**src/rtl/mem_arb_pkg.sv**
```systemverilog
// mem_arb_pkg: shared state encoding, requester ids and width constants for the memory port arbiter.
package mem_arb_pkg;
    typedef enum logic [1:0] {IDLE, ISSUE, WAIT} state_t;
    localparam logic REQ_IF     = 1'b0;
    localparam logic REQ_D      = 1'b1;
    localparam int   ADDR_W_DEF = 32;
    localparam int   DATA_W_DEF = 32;
    localparam int   CNT_W      = 4;
endpackage

```
**src/rtl/mem_arb_priority.sv**
```systemverilog
// mem_arb_priority: data-first winner select; a saturating streak of data grants forces a fetch grant.
module mem_arb_priority
    import mem_arb_pkg::*;
#(
    parameter int MAX_STREAK = 4
) (
    input  logic clk,
    input  logic reset,
    input  logic if_req,
    input  logic d_req,
    input  logic grant_fire,
    output logic winner
);
    logic [CNT_W-1:0] streak_q, streak_d;
    logic             starved;

    assign starved = if_req && (streak_q == MAX_STREAK[CNT_W-1:0]);
    assign winner  = (d_req && !starved) ? REQ_D : REQ_IF;

    always_comb begin
        streak_d = streak_q;
        if (grant_fire)
            streak_d = (winner == REQ_D && if_req) ? (starved ? streak_q : streak_q + 1'b1) : '0;
    end

    always_ff @(posedge clk) begin
        if (!reset) streak_q <= '0;
        else        streak_q <= streak_d;
    end
endmodule

```
**src/rtl/mem_port_arbiter.sv**
```systemverilog
// mem_port_arbiter: shares one memory port between instruction fetch and load/store,
// one transaction in flight, data first with a bounded fetch starvation window.
module mem_port_arbiter
    import mem_arb_pkg::*;
#(
    parameter int ADDR_W      = ADDR_W_DEF,
    parameter int DATA_W      = DATA_W_DEF,
    parameter int MEM_LATENCY = 1,
    parameter int MAX_STREAK  = 4
) (
    input  logic              clk,
    input  logic              reset,
    input  logic              if_req,
    input  logic [ADDR_W-1:0] if_addr,
    output logic              if_gnt,
    output logic              if_rvalid,
    output logic [DATA_W-1:0] if_rdata,
    input  logic              d_req,
    input  logic              d_we,
    input  logic [ADDR_W-1:0] d_addr,
    input  logic [DATA_W-1:0] d_wdata,
    output logic              d_gnt,
    output logic              d_rvalid,
    output logic [DATA_W-1:0] d_rdata,
    output logic              mem_en,
    output logic              mem_we,
    output logic [ADDR_W-1:0] mem_addr,
    output logic [DATA_W-1:0] mem_wdata,
    input  logic [DATA_W-1:0] mem_rdata,
    output logic              busy
);
    state_t           state_q, state_d;
    logic [CNT_W-1:0] cnt_q, cnt_d;
    logic             id_q, id_d, we_q, we_d, win, fire;
    logic [ADDR_W-1:0] addr_q, addr_d;
    logic [DATA_W-1:0] wdata_q, wdata_d, if_rdata_q, if_rdata_d, d_rdata_q, d_rdata_d;
    logic             if_rv_q, if_rv_d, d_rv_q, d_rv_d;

    assign fire = (state_q == IDLE) && (if_req || d_req);

    mem_arb_priority #(.MAX_STREAK(MAX_STREAK)) u_prio (
        .clk        (clk),
        .reset      (reset),
        .if_req     (if_req),
        .d_req      (d_req),
        .grant_fire (fire),
        .winner     (win)
    );

    always_comb begin
        state_d    = state_q;
        cnt_d      = cnt_q;
        id_d       = id_q;
        we_d       = we_q;
        addr_d     = addr_q;
        wdata_d    = wdata_q;
        if_rdata_d = if_rdata_q;
        d_rdata_d  = d_rdata_q;
        if_rv_d    = 1'b0;
        d_rv_d     = 1'b0;
        case (state_q)
            IDLE: if (fire) begin
                state_d = ISSUE;
                id_d    = win;
                we_d    = (win == REQ_D) && d_we;
                addr_d  = (win == REQ_D) ? d_addr : if_addr;
                wdata_d = (win == REQ_D) ? d_wdata : wdata_q;
            end
            ISSUE: begin
                state_d = we_q ? IDLE : WAIT;
                cnt_d   = MEM_LATENCY[CNT_W-1:0];
            end
            WAIT: begin
                cnt_d = cnt_q - 1'b1;
                // Last wait cycle: mem_rdata is valid now, rvalid follows in IDLE
                if (cnt_q == 4'd1) begin
                    state_d    = IDLE;
                    if_rv_d    = (id_q == REQ_IF);
                    d_rv_d     = (id_q == REQ_D);
                    if_rdata_d = (id_q == REQ_IF) ? mem_rdata : if_rdata_q;
                    d_rdata_d  = (id_q == REQ_D) ? mem_rdata : d_rdata_q;
                end
            end
            default: state_d = IDLE;
        endcase
    end

    always_ff @(posedge clk) begin
        if (!reset) begin
            state_q    <= IDLE;
            cnt_q      <= '0;
            id_q       <= REQ_IF;
            we_q       <= 1'b0;
            addr_q     <= '0;
            wdata_q    <= '0;
            if_rdata_q <= '0;
            d_rdata_q  <= '0;
            if_rv_q    <= 1'b0;
            d_rv_q     <= 1'b0;
        end else begin
            state_q    <= state_d;
            cnt_q      <= cnt_d;
            id_q       <= id_d;
            we_q       <= we_d;
            addr_q     <= addr_d;
            wdata_q    <= wdata_d;
            if_rdata_q <= if_rdata_d;
            d_rdata_q  <= d_rdata_d;
            if_rv_q    <= if_rv_d;
            d_rv_q     <= d_rv_d;
        end
    end

    assign mem_en    = (state_q == ISSUE);
    assign mem_we    = mem_en && we_q;
    assign mem_addr  = addr_q;
    assign mem_wdata = wdata_q;
    assign if_gnt    = mem_en && (id_q == REQ_IF);
    assign d_gnt     = mem_en && (id_q == REQ_D);
    assign if_rvalid = if_rv_q;
    assign d_rvalid  = d_rv_q;
    assign if_rdata  = if_rdata_q;
    assign d_rdata   = d_rdata_q;
    assign busy      = (state_q != IDLE);
endmodule
```
**config.mk**
```make
export PLATFORM = sky130hd
export DESIGN_NAME = mem_port_arbiter
export DESIGN_NICKNAME = d
export VERILOG_FILES = /design/src/rtl/mem_arb_pkg.sv /design/src/rtl/mem_arb_priority.sv /design/src/rtl/mem_port_arbiter.sv
export SDC_FILE = /design/constraint.sdc
export NUM_CORES = 1
export LEC_CHECK = 0
export BUFFER_PORTS_ARGS = -buffer_cell sky130_fd_sc_hd__buf_2
export CELL_PAD_IN_SITES_DETAIL_PLACEMENT = 0
export CELL_PAD_IN_SITES_GLOBAL_PLACEMENT = 2
export CORE_MARGIN = 5
export CORE_UTILIZATION = 23
export CTS_CLUSTER_SIZE = 14
export DETAILED_ROUTE_END_ITERATION = 10
export PLACE_DENSITY = 0.79
export SLEW_MARGIN = 5
export SYNTH_ARGS = -nofsm -noshare
export SYNTH_HDL_FRONTEND = slang
export SYNTH_SLANG_ARGS = --single-unit
```
**constraint.sdc**
```tcl
create_clock -name clk -period 1.4 [get_ports clk]
set_input_delay 0.21 -clock clk [delete_from_list [all_inputs] [get_ports clk]]
set_output_delay 0.21 -clock clk [all_outputs]
set_load 0.01 [all_outputs]
```
======== After elaboration in Yosys (flattened, before gate mapping) ========
Index checks and enable logic that the tools add are counted.
operators by class
  add/subtract/negate cells ............... 2
  equality and inequality tests ........... 7
  multiplexer cells ....................... 9
  bitwise logic cells ..................... 1
  reduce and logical (&&, ||, !) cells .... 20
operators with widths
  operator               number
  $mux W32               1
  $reduce_and A3 Y1      4
  $logic_and A1 B1 Y1    8
  $mux W4                2
  $pmux W4 S2            1
  $mux W2                3
  $ne A2 B2 Y1 const B   3
  $pmux W2 S3            1
  $reduce_and A2 Y1      3
  $add A4 B1 Y4 const B  1
  $eq A4 B1 Y1 const B   1
  $eq A4 B3 Y1 const B   1
  $reduce_bool A2 Y1     2
  $sub A4 B1 Y4 const B  1
  $eq A2 B1 Y1 const B   1
  $eq A2 B2 Y1 const B   1
  $logic_not A2 Y1       1
  $logic_not A1 Y1       1
  $logic_or A1 B1 Y1     1
  $mux W1                1
  $not A1 Y1             1
word-level totals
  bits in registers ....................... 142
  bits of input ports ..................... 133
  output and inout port bits .............. 135
  logic and storage cells ................. 50

======== Logic depth before layout (Yosys ltp) ========
  word-level depth ........................ 8
  depth in mapped cells ................... 7
  mapped depth without buffers ............ 5

======== Cells and area by module ========
A second synthesis with hierarchy kept.
unflattened totals
  cell total of the unflattened synthesis .. 662
  area, all modules ....................... 5,715.5 µm²
modules (own cells, without submodules)
  module            times used  cells each  area an instance (µm²)  sequential area each (µm²)
  mem_port_arbiter  1           634         5,464.0                 2,762.6
  mem_arb_priority  1           28          251.5                   80.1

======== Worst setup path before layout ========
Ideal clock, no wire load.
  path kind ............................... reg2reg
  from .................................... reg cnt_q[0]
  to ...................................... reg state_q[1]
  library setup time ...................... 72 ps
  arrival time ............................ 1,420 ps
  data required time ...................... 1,328 ps
  slack ................................... -91 ps
  stages on the path, launching flop included .. 5
  buffers on the path ..................... 0
  period minus slack after synthesis ...... 1,491 ps
  cells stage by stage .................... dfxtp_1 ha_1 or3b_2 a22oi_1 mux2i_1
between the ends
  cells in the longest elaborated chain, start to end .. 3
ends and longest elaborated chain
  what                         RTL line                 source
  start: declaration           mem_port_arbiter.sv:33   logic [CNT_W-1:0] cnt_q, cnt_d;
  start signal: assignment     mem_port_arbiter.sv:102  cnt_q <= cnt_d;
  $eq A4 B1 Y1                 mem_port_arbiter.sv:76   if (cnt_q == 4'd1) begin
  $ne A2 B2 Y1 (no line)       n/a
  $reduce_and A2 Y1 (no line)  n/a
  end signal: assignment       mem_port_arbiter.sv:101  state_q <= state_d;
  end: declaration             mem_port_arbiter.sv:32   state_t state_q, state_d;
Every way passes these cells.
A chain may end at the register's enable or synchronous reset.

======== Worst setup path after layout ========
  from .................................... reg state_q[1]
  to ...................................... out d_gnt
between the ends
  cells in the longest elaborated chain, start to end .. 2
ends and longest elaborated chain
  what                 RTL line                 source
  $eq A2 B1 Y1         mem_port_arbiter.sv:114  assign mem_en = (state_q == ISSUE);
  $logic_and A1 B1 Y1  mem_port_arbiter.sv:119  assign d_gnt = mem_en && (id_q == REQ_D);
  end: declaration     mem_port_arbiter.sv:22   output logic d_gnt,
Every way passes these cells.

==> results.md <==
* Status: finished with violations
* Power Dens Cells at 1206 nW/um2
* FF+latch count, synth at 142
* Global route overflow at 0
* RR Startpoint: state_q[1]
* Vert. Die Dim at 168.9 um
* Grt peak-use layer: met2
* Fin. Hold Viols at 0
* Vias per cell at 4.960
* Post-route insts no fill at 1375
* Area grow syn2layout at 91.11%
* Clk_lat worst skew at 0.42 ns
* Cell with the most instances after synthesis: o21ai_0
* Average cell area after synthesis at 8.149 um2
* Hpwl dp at 14850 um
* 1st-pass router iterations at 5
* Placed Area at 7795 um2
* Layout fillers at 2367
* Root Driver: clkbuf_16
* Max FO, Critical Path at 5
* Max-Cap Viols at 0
* RSZ-0062 raised after global routing: true
* Drt drc at 0
* Routed len/inst at 18.92 um
* Worst-margin pin slew at 0.6704 ns
* Synth warn at 0
* WL final at 26010 um
* Initial drt markers at 440
* Syn_nets at 853
* Post-route cell area at 11100 um2
* First-pass GRT wire length at 38510 um
* CP required at 1.19 ns
* Synthesized cell area at 5811 um2
* Max-slew violation count at 0
* Final net count at 1170
* Post-synth top cells: 163 x o21ai_0, 142 x dfxtp_1, 132 x a21oi_1
* Setup Skew at 0.01135 ns
* Top cells by area, synth: dfxtp_1 49%, o21ai_0 14%, a21oi_1 11%
* HP Class: in -> reg
* Die width at 168.9 um
* # port buffers at 267
* Peak supply drop at 0.0006631 V
* Placed Instances at 1276
* Final Cycle Share at 1.126
* Startpoint types: register
* Fmax at 634.3 MHz
* Hold Crit Start: d_wdata[7]
* Area leader, netlist: dfxtp_1
* Post-route setup slack at -0.1765 ns
* Finish-stage setup viols at 143
* Initial Utilization at 0.2321
* Post-synth EDFFs at 0
* Clk slew on worst S/H paths at 0.07 ns
* Max transition margin at 0.5530
* Area of the die at 28540 um2
* GR Util All Layers at 0.1697
* Rows at 58
* Yosys top cell area share at 0.4892
* Synthesized instance count at 713
* Vias in the first global route at 6768
* Critical Path Start: state_q[1]
* CP endpoint kind: primary output
* Footprint of the multi-input gates at 3865 um2
* Antenna-violating nets left at 0
* Count of cell types in the netlist at 35
* RD Place Congestion at 0.7788
* Initial antenna violation count at 3
* Met1 usage at 0.2164
* CP arrival at 1.37 ns
* CTS tree: built
* Largest net degree at the start of global routing at 46
* Via count at 6820
* Setup CP Type: reg -> out
* # IOs at 268
* Post-synth ARST share at 0
* Met3 Resource Use GR at 0.04787
* Post-route minimum period at 1.577 ns
* Register area at 2851 um2
* Core area at 25040 um2
* Num CTS Buffers at 17
* CTS Buffer Depth at 2
* Util after Layout at 0.4435
* Dominant synthesized flop cell: dfxtp_1
* Failing checks: negative setup slack
* Met2 usage at 0.2786
* Lkg Pwr at 4.399 nW
* CTS H-tree lvls at 4
* Share of cells above drive strength 1 at 0.6050
* Sequential element share of the synthesized area at 0.4892
* Hold_buf cts at 0
* Clock Sinks at 142
-- cell families after synthesis --
kind of cell	Yosys count	share of synthesized area
mux	1	0.001723
compound gates	338	0.3023
flops	142	0.4892
fa+ha+maj	7	0.01507
buf+inv	91	0.06804
simple gates	134	0.1236
-- registers in the layout (all words and copies together), names as in the netlist --
signal / cells
d_rdata: 32
we_q: 1
d_rvalid: 1
if_rdata: 32
if_rvalid: 1
mem_wdata: 32
cnt_q: 4
mem_addr: 32
id_q: 1
u_prio.streak_q: 4
state_q: 2
-- metrics by stage --
step	setup slack (ns)	hold WS [ns]	setup TNS (ns)	total power, mW
after floorplan	-0.03380	0.3577	-0.03380	5.746
after global placement	-0.1059	0.4602	-0.7039	6.881
after detailed placement	-0.09357	0.4633	-2.110	6.859
after CTS	-0.1679	0.02153	-15.74	12.84
after global routing	-0.2530	0.02758	-26.62	13.98
final	-0.1765	0.03728	-16.03	13.39
-- worst max-delay path, cell delays in order (launching register included) --
cell	delay, ns
dfxtp_2	0.34
inv_2	0.05
buf_6	0.11
ha_4	0.18
and2_1	0.14
buf_2	0.13
-- layer usage --
layer  wire (um)  part of all wire  vias up
li1            -                 -     3266
met1       11080              0.43     3272
met2       12500              0.48      249
met3        1881             0.072       31
met4         541             0.021        2
met5           7           0.00027        -
-- cell type report --
type                            instances  share of cell area
Antenna cell                            2           0.0004507
Clock buffer                           17             0.03831
Clock inverter                         15             0.01735
Inverter                               12            0.004845
Multi-Input combinational cell        480              0.3481
Sequential cell                       142              0.2568
Tap cell                              330             0.03718
Timing Repair Buffer                  377              0.2970
-- worst paths after layout --
kind	end	slack, ns	depth (start not counted)
worst max-delay path	d_gnt	-0.18	5
worst min-delay path	mem_wdata[7]	0.04	3
worst max register to register	mem_wdata[28]	-0.17	9
worst min register to register	if_rdata[1]	0.46	2
-- cell usage in the layout, fill, tap and decap left out, drive strengths merged, types with 7 or more instances in the layout --
cell type,instances
clkbuf,24
buf,366
o21ai,164
a31oi,35
nand3,98
nand2,8
inv,19
a21oi,132
dfxtp,142
ha,7
-- power breakdown --
part           switching (mW)  internal (mW)
registers               0.182           4.35
logic                    2.03           2.02
clock network            2.07           2.73
total                    4.29           9.10
-- repair_timing --
| action | in CTS | in global routing |
|---|---|---|
| gates cloned | 28 | 8 |
| buffers inserted | 26 | 16 |
| endpoints found under the setup margin | 121 | 146 |
| gates resized for setup | 152 | 276 |
| pin swaps | 41 | 102 |
| endpoints found under the hold margin | 0 | 0 |
Power figures use the tool's default switching activity.
